File: src/rtl/spi_tx_packetizer.sv
// Collects one upstream byte packet, pulses trigger to the SPI master, then replays the packet on m_axis.
// Optional statistics outputs (pkt_count, trunc_count) are enabled by defining SPI_TX_PACKETIZER_STATS_EN.
module spi_tx_packetizer #(
  parameter int DEPTH_G       = 16,
  parameter int NUM_BYTES_W_G = 32
) (
  input  logic                     clk_in,
  input  logic                     rst_in,
  input  logic [7:0]               s_axis_tdata,
  input  logic                     s_axis_tvalid,
  output logic                     s_axis_tready,
  input  logic                     s_axis_tlast,
  output logic [7:0]               m_axis_tdata,
  output logic                     m_axis_tvalid,
  input  logic                     m_axis_tready,
  output logic                     m_axis_tlast,
  output logic                     trigger,
  output logic [NUM_BYTES_W_G-1:0] num_bytes,
  input  logic                     spi_busy,
`ifdef SPI_TX_PACKETIZER_STATS_EN
  output logic [15:0]              pkt_count,
  output logic [15:0]              trunc_count,
`endif
  output logic                     trunc_err
);

  // state     | meaning
  // FILL      | accept upstream bytes into the buffer
  // TRIG      | one-cycle start pulse to the SPI master
  // DRAIN     | replay buffered bytes on m_axis
  // WAIT_IDLE | wait for SPI idle and any truncated tail to be flushed
  localparam int AW = $clog2(DEPTH_G);
  localparam int CW = AW + 1;

  typedef enum logic [1:0] {FILL = 2'd0, TRIG = 2'd1, DRAIN = 2'd2, WAIT_IDLE = 2'd3} state_t;

  state_t        state;
  state_t        state_nxt;
  logic [7:0]    mem [DEPTH_G];
  logic [CW-1:0] cnt;
  logic [AW-1:0] rd_ptr;
  logic          run;
  logic          discard;
  logic          fill_acc;
  logic          fill_close;
  logic          fill_trunc;
  logic          last_beat;
  logic          drain_acc;
  logic          drop_last;

  assign fill_acc   = (state == FILL) && run && s_axis_tvalid;
  assign fill_close = fill_acc && (s_axis_tlast || (cnt == CW'(DEPTH_G - 1)));
  assign fill_trunc = fill_acc && !s_axis_tlast && (cnt == CW'(DEPTH_G - 1));
  assign last_beat  = (CW'(rd_ptr) == (cnt - CW'(1)));
  assign drain_acc  = (state == DRAIN) && m_axis_tready;
  assign drop_last  = discard && (state != FILL) && s_axis_tvalid && s_axis_tlast;

  always_ff @(posedge clk_in or negedge rst_in) begin
    if (!rst_in) state <= FILL;
    else         state <= state_nxt;
  end

  always_comb begin
    state_nxt = state;
    case (state)
      FILL:      if (fill_close) state_nxt = TRIG;
      TRIG:      state_nxt = DRAIN;
      DRAIN:     if (drain_acc && last_beat) state_nxt = WAIT_IDLE;
      WAIT_IDLE: if (!spi_busy && !discard) state_nxt = FILL;
      default:   state_nxt = FILL;
    endcase
  end

  always_comb begin
    s_axis_tready = 1'b0;
    m_axis_tvalid = 1'b0;
    m_axis_tlast  = 1'b0;
    m_axis_tdata  = '0;
    trigger       = 1'b0;
    num_bytes     = '0;
    // run holds tready low through reset and releases it on the first clock after
    if (run) s_axis_tready = (state == FILL) || discard;
    case (state)
      TRIG: begin
        trigger   = 1'b1;
        num_bytes = NUM_BYTES_W_G'(cnt);
      end
      DRAIN: begin
        m_axis_tvalid = 1'b1;
        m_axis_tdata  = mem[rd_ptr];
        m_axis_tlast  = last_beat;
        num_bytes     = NUM_BYTES_W_G'(cnt);
      end
      WAIT_IDLE: num_bytes = NUM_BYTES_W_G'(cnt);
      default: ;
    endcase
  end

  always_ff @(posedge clk_in or negedge rst_in) begin
    if (!rst_in) begin
      run       <= 1'b0;
      cnt       <= '0;
      rd_ptr    <= '0;
      discard   <= 1'b0;
      trunc_err <= 1'b0;
    end else begin
      run       <= 1'b1;
      trunc_err <= fill_trunc;
      if (fill_acc)                                   cnt <= cnt + CW'(1);
      else if (state == WAIT_IDLE && state_nxt == FILL) cnt <= '0;
      if (state == TRIG)  rd_ptr <= '0;
      else if (drain_acc) rd_ptr <= rd_ptr + AW'(1);
      if (fill_trunc)     discard <= 1'b1;
      else if (drop_last) discard <= 1'b0;
    end
  end

  always_ff @(posedge clk_in) begin
    if (fill_acc) mem[cnt[AW-1:0]] <= s_axis_tdata;
  end

`ifdef SPI_TX_PACKETIZER_STATS_EN
  always_ff @(posedge clk_in or negedge rst_in) begin
    if (!rst_in) begin
      pkt_count   <= '0;
      trunc_count <= '0;
    end else begin
      if (state == TRIG) pkt_count   <= pkt_count + 16'd1;
      if (trunc_err)     trunc_count <= trunc_count + 16'd1;
    end
  end
`endif

endmodule

File: config.mk
export PLATFORM = sky130hd
export DESIGN_NAME = spi_tx_packetizer
export DESIGN_NICKNAME = d
export VERILOG_FILES = /design/src/rtl/spi_tx_packetizer.sv
export SDC_FILE = /design/constraint.sdc
export NUM_CORES = 1
export LEC_CHECK = 0
export BUFFER_PORTS_ARGS = -buffer_cell sky130_fd_sc_hd__clkbuf_2
export CAP_MARGIN = 30
export CELL_PAD_IN_SITES_DETAIL_PLACEMENT = 0
export CELL_PAD_IN_SITES_GLOBAL_PLACEMENT = 2
export CORE_ASPECT_RATIO = 0.6
export CORE_MARGIN = 2
export CORE_UTILIZATION = 43
export DETAILED_ROUTE_END_ITERATION = 10
export PLACE_DENSITY_LB_ADDON = 0.25
export SLEW_MARGIN = 20
export SYNTH_ARGS = -nofsm -noshare
export SYNTH_HDL_FRONTEND = slang
export SYNTH_SLANG_ARGS = --single-unit
File: constraint.sdc
create_clock -name clk_in -period 2.15 [get_ports clk_in]
set_clock_uncertainty 0.15 [all_clocks]
set_input_delay 0.1075 -clock clk_in [delete_from_list [all_inputs] [get_ports clk_in]]
set_output_delay 0.1075 -clock clk_in [all_outputs]
set_load 0.05 [all_outputs]
==> summary.md, run 1 <==
| Metric | Value |
|---|---|
| Final wirelength | `14.6 mm` |
| Global-route wire length before repair | `21.9 mm` |
| Syn Area/Cell | `15.2 um2` |
| VDD IR max | `0.891 mV` |
| Via Count | `3642` |
| Clock-pin transition on the worst setup and hold timing paths | `0.06 ns` |
| Syn Inst Count | `407` |
| DRC | `0` |
| Largest net degree at the start of global routing | `21` |
| Commonest non-fill, non-tap cell in the layout | `edfxtp_1` |
| Critical path class | `reg2out` |
| Most frequent cells in the layout | `edfxtp_1 (128), mux2i_1 (52), buf_4 (37)` |
| Avg WL per Cell | `20.8 um` |
| Core ar. | `13900 um2` |
| Beginning of the critical path | `rd_ptr[0]` |
| Vias in the first global route | `3536` |
| CTS tree | `yes` |
| Max H-tree Level | `4` |
| Failing checks | `setup timing` |
| Clk sinks | `142` |
| Syn Std Cell Area | `6200 um2` |
| Sequential area share after synthesis | `67.7%` |
| Number of flops mapped to enable cells by yosys | `128` |
| GP Congestion | `0.783` |
| Routed Antenna Nets | `0` |
| Synthesis-to-layout area growth | `25.9%` |
| P per Cell Area | `1400 nW/um2` |
| WP data required | `1.89 ns` |
| Post-synth top flop | `edfxtp_1` |
| Overall Power | `10900 uW` |
| Start of the worst register-to-register path | `state[1]` |
| Total GRT Usage | `19.5%` |
| Initial core utilization | `44.7%` |
| Final Core Density | `56.2%` |
| CTS Buf Count | `17` |
| Worst hold slack | `0.00505 ns` |
| Ports | `59` |
| Final setup viols | `9` |
| RSZ-0062 raised after global routing | `yes` |
| PortBufs | `31` |
| Final Net Count | `513` |
| Hold WC Path Type | `in2async` |
| Synth warnings | `0` |
| Layout Cells excl Fill | `699` |
| CTS Buffer Depth | `2` |
| Leakage | `0.00291 uW` |
| Setup ws final | `-0.153 ns` |
| Dpl cell area | `6680 um2` |
| FF+latch count, synth | `142` |
| Min cycle time layout | `2.30 ns` |
| Drt pass-1 iters | `5` |
| Tcrit/Tclk final | `107%` |
| Clk_lat worst skew | `0.41 ns` |
| Type of origin of the critical path | `register` |
| Netlist cell types | `42` |
| Die X | `159 um` |
| Grt ovf | `0` |
| Detailed Route Iter0 Violations | `456` |
| Vias per cell | `5.21` |
| Max_cap viols | `0` |
| Slew Limit Fails | `0` |
| Crit path capture type | `primary output` |
| CP Data Arrival Time | `2.05 ns` |
| Fmax | `0.434 GHz` |
| Area of the die | `15400 um2` |
| Asr flop ratio synth | `9.86%` |
| Layout cells sized above 1 | `31.2%` |
| Final non-filler cell area | `7800 um2` |
| Final HPWL DP | `9.67 mm` |
| Worst Path Max Fanout | `14` |
| Final hold vios | `0` |
| Placed Instances | `647` |
| Row cnt | `33` |
| Initial antenna violation count | `1` |
| Die height | `97.0 um` |
| Root buf cell | `clkbuf_16` |
| Status | `finished with violations` |
-- final timing paths --
| kind | end | slack (ns) | cells after the start |
|---|---|---|---|
| setup / recovery | m_axis_tdata[0] | -0.15 | 7 |
| hold / removal | cnt[0] | 0.005 | 2 |
| setup reg to reg | mem[7][2] | 0.16 | 5 |
| hold reg to reg | cnt[4] | 0.43 | 1 |
| max in group asynchronous | rd_ptr[0] | 1.54 | 2 |
| min in group clk_in | mem[9][0] | 0.03 | 1 |
-- layer usage --
layer	wire, um	up-vias	track usage, %
li1	-	1669	-
met1	7220	1824	30.9
met2	6190	139	26.9
met3	1070	10	4.50
met4	85	0	4.83
met5	0	-	0
-- cell usage after synthesis, types with 5 or more instances --
cell type	count	area share, %
edfxtp_1	128	62
nand3_1	11	0.89
ha_1	6	1.2
inv_1	5	0.30
buf_4	29	3.5
buf_2	8	0.65
buf_6	6	1.1
mux2i_1	58	9.4
nand2_1	18	1.1
nor2_1	28	1.7
a22oi_1	26	3.2
mux4_2	5	1.8
dfrtp_1	14	5.7
o21ai_0	9	0.73
nand2b_1	6	0.61
o211ai_1	5	0.61
-- state kept, by name (all words and copies together), names as in the netlist --
name	cells
rd_ptr	4
run	1
cnt	5
mem	128
discard	1
trunc_err	1
state	2
-- power breakdown --
part / internal, uW / switching (uW)
clock: 1990 / 1130
combinational: 1920 / 2640
sequential: 3140 / 114
total: 7050 / 3890
-- timing repair --
| action | CTS | global route |
|---|---|---|
| buffers inserted | 9 | 0 |
| hold endpoints to repair | 75 | 0 |
| pin swaps | 16 | 14 |
| hold buffers | 10 | 0 |
| gates cloned | 0 | 1 |
| resized for setup | 48 | 23 |
| setup endpoints to repair | 9 | 11 |
-- metrics by stage --
stage | worst slack (ns) | setup TNS [ns]
floorplan | -0.0960 | -0.672
global placement | -0.00359 | -0.00428
detailed placement | -0.00399 | -0.00699
CTS | -0.155 | -1.29
global route | -0.225 | -1.73
finish | -0.153 | -1.03
-- logic make-up after synthesis --
| group | count (synthesis) | synth area share [%] |
|---|---|---|
| buffers and inverters | 51 | 6.26 |
| muxes | 64 | 11.4 |
| adders and majority gates | 6 | 1.21 |
| other | 2 | 0.121 |
| and+or+nand+nor | 81 | 6.28 |
| AOI/OAI and AO/OA | 55 | 6.22 |
| xor gates and xnor gates | 6 | 0.848 |
| DFF | 142 | 67.7 |
-- worst max-delay path: stages, from the launching register on --
cell	delay, ns
dfrtp_4	0.49
buf_12	0.16
buf_12	0.16
mux2i_1	0.13
a22oi_2	0.25
nand2_1	0.08
o21ai_1	0.15
clkbuf_8	0.21
-- layout make-up --
| cell class | count | area [um2] |
|---|---|---|
| Antenna cell | 1 | 2.50 |
| Clock buffer | 20 | 447 |
| Clock inverter | 12 | 185 |
| Fill cell | 1120 | 6070 |
| Inverter | 5 | 18.8 |
| Multi-Input combinational cell | 240 | 1910 |
| Sequential cell | 142 | 4200 |
| Tap cell | 192 | 240 |
| Timing Repair Buffer | 87 | 796 |
No activity file was read; power rests on OpenSTA's default activity.
==> run 2: changes to the inputs <==
Settings changed: BUFFER_PORTS_ARGS -buffer_cell sky130_fd_sc_hd__clkbuf_2 to -buffer_cell sky130_fd_sc_hd__buf_4, CORE_UTILIZATION 43 to 40, CTS_CLUSTER_SIZE set to 20.
==> summary.md, run 2 (synthesized netlist as in run 1, its figures left out) <==
| Metric | Value |
|---|---|
| Status | `finished with violations` |
| Failing checks | `setup timing` |
| Clock-pin transition on the worst setup and hold timing paths | `0.06 ns` |
| Hold Path End | `trunc_err` |
| Initial core utilization | `40.7%` |
| Setup slack, reg-to-reg | `0.06 ns` |
| Max H-tree Level | `4` |
| Final hold vios | `0` |
| PortBufs | `31` |
| Fmax | `0.432 GHz` |
| Slew headroom | `48.2%` |
| Worst-Margin Slew | `0.774 ns` |
| CP Data Arrival Time | `2.06 ns` |
| Overall Power | `10600 uW` |
| Layout cells sized above 1 | `29.8%` |
| Tcrit/Tclk final | `108%` |
| Via Count | `3650` |
| Row cnt | `35` |
| GP Congestion | `0.785` |
| Switching Share | `37.0%` |
| Pint | `6700 uW` |
| Die X | `165 um` |
| Clk_lat worst skew | `0.42 ns` |
| Root buf cell | `clkbuf_16` |
| RSZ-0062 raised after global routing | `yes` |
| Drt pass-1 iters | `5` |
| VDD IR max | `1.37 mV` |
| Final wirelength | `14.8 mm` |
| CTS Buffer Depth | `2` |
| CTS Buf Count | `17` |
| Slowest Stage Delay on Critical Path | `0.50 ns` |
| Final non-filler cell area | `7780 um2` |
| Final Net Count | `523` |
| Crit path capture type | `primary output` |
| Clk sinks | `142` |
| Slew Limit Fails | `0` |
| Vias per cell | `5.07` |
| CTS tree | `yes` |
| Critical Path, Cell by Cell | `buf_12 -> clkbuf_16 -> mux2i_1 -> a22oi_1 -> nand2_1 -> o21ai_2 -> buf_6` |
| Leakage | `0.00291 uW` |
| Total GRT Usage | `19.0%` |
| Routed Antenna Nets | `0` |
| Largest net degree at the start of global routing | `19` |
| P per Cell Area | `1370 nW/um2` |
| Highest-delay cell along the critical path | `dfrtp_4` |
| Critical path class | `reg2out` |
| WHS Path Cells | `3` |
| Dpl cell area | `6750 um2` |
| Sequential power share | `30.6%` |
| Final setup viols | `9` |
| Logic pwr share | `43.1%` |
| Die height | `100 um` |
| Hold Path Origin | `s_axis_tlast` |
| Grt ovf | `0` |
| Initial antenna violation count | `1` |
| Vias in the first global route | `3519` |
| Max reg flops | `128` |
| Type of origin of the critical path | `register` |
| Start of the worst register-to-register path | `rd_ptr[0]` |
| Critical R2R Capture | `state[0]` |
| Area of the die | `16500 um2` |
| Commonest non-fill, non-tap cell in the layout | `edfxtp_1` |
| Hold WC Path Type | `in2reg` |
| Worst Path Max Fanout | `8` |
| P_sw | `3930 uW` |
| Setup ws final | `-0.165 ns` |
| Min cycle time layout | `2.32 ns` |
| Worst hold slack | `0.285 ns` |
| Synthesis-to-layout area growth | `25.6%` |
| Max_cap viols | `0` |
| Clock power share | `26.2%` |
| FF-to-FF path depth | `11` |
| Most frequent cells in the layout | `edfxtp_1 (128), buf_4 (64), mux2i_1 (52)` |
| Avg WL per Cell | `20.5 um` |
| WP data required | `1.89 ns` |
| Detailed Route Iter0 Violations | `357` |
| Core ar. | `15200 um2` |
| Layout Cells excl Fill | `720` |
| Final HPWL DP | `9.86 mm` |
| DRC | `0` |
| Global-route wire length before repair | `21.7 mm` |
| Placed Instances | `661` |
| Ports | `59` |
==> run 2: cell type report <==
type                    instances  area (um2)
fillers                      1294        7460
flip-flops and latches        142        4200
multi-input cells             240        1850
repair buffers                 97         893
clock buffers                  18         429
well taps                     203         254
clock inverters                14         136
inverters                       5        18.8
diodes                          1        2.50
==> run 2: power groups by stage <==
stage,clock network (uW),registers (uW),logic (uW)
after floorplan,0,3260,2800
after global placement,0,3350,3690
after detailed placement,0,3360,3700
after CTS,2850,3250,4300
after global routing,2950,3270,4860
final,2790,3250,4580
==> run 2: timing repair <==
item / 4_1_cts / 5_1_grt
pin swaps: 11 / 22
cloned: 0 / 1
hold buffers: 14 / 0
setup buffers: 10 / 1
endpoints found under the hold margin: 150 / 0
setup endpoints to repair: 9 / 10
resized for setup: 27 / 22
==> run 2: layer usage <==
metal | vias to the layer above | wire length, um | global-route usage, %
met3 | 13 | 903 | 5.17
met1 | 1831 | 7590 | 29.8
met4 | 0 | 170 | 5.89
li1 | 1687 | - | -
met5 | - | 0 | 0
met2 | 119 | 6120 | 25.3
==> run 2: critical path, delay by kind of cell, from the launching register on <==
family,cells,cell delay [ns]
AOI/OAI and AO/OA,2,0.36
and+or+nand+nor,1,0.12
DFF,1,0.50
buffers and inverters,3,0.51
muxes,1,0.13
==> run 2: how the worst max path moves through the flow <==
stage	from	to	slack [ns]	depth (start not counted)
finish	rd_ptr[0]	m_axis_tdata[2]	-0.17	7
global placement	rd_ptr[0]	m_axis_tdata[1]	0.15	6
CTS	rd_ptr[0]	m_axis_tdata[6]	-0.16	6
global route	rd_ptr[0]	m_axis_tdata[4]	-0.22	7
detailed placement	rd_ptr[0]	m_axis_tdata[1]	0.17	6
floorplan	state[1]	m_axis_tdata[0]	-0.1	3
==> run 2: stage by stage <==
step           setup TNS (ns)  setup WS, ns  util, %
2_1_floorplan          -0.672       -0.0960        -
6_report               -0.972        -0.165     51.1
4_1_cts                 -1.20        -0.164     50.2
3_5_place_dp                0         0.174     44.3
3_3_place_gp                0         0.152     44.3
5_1_grt                 -1.76        -0.220     51.1
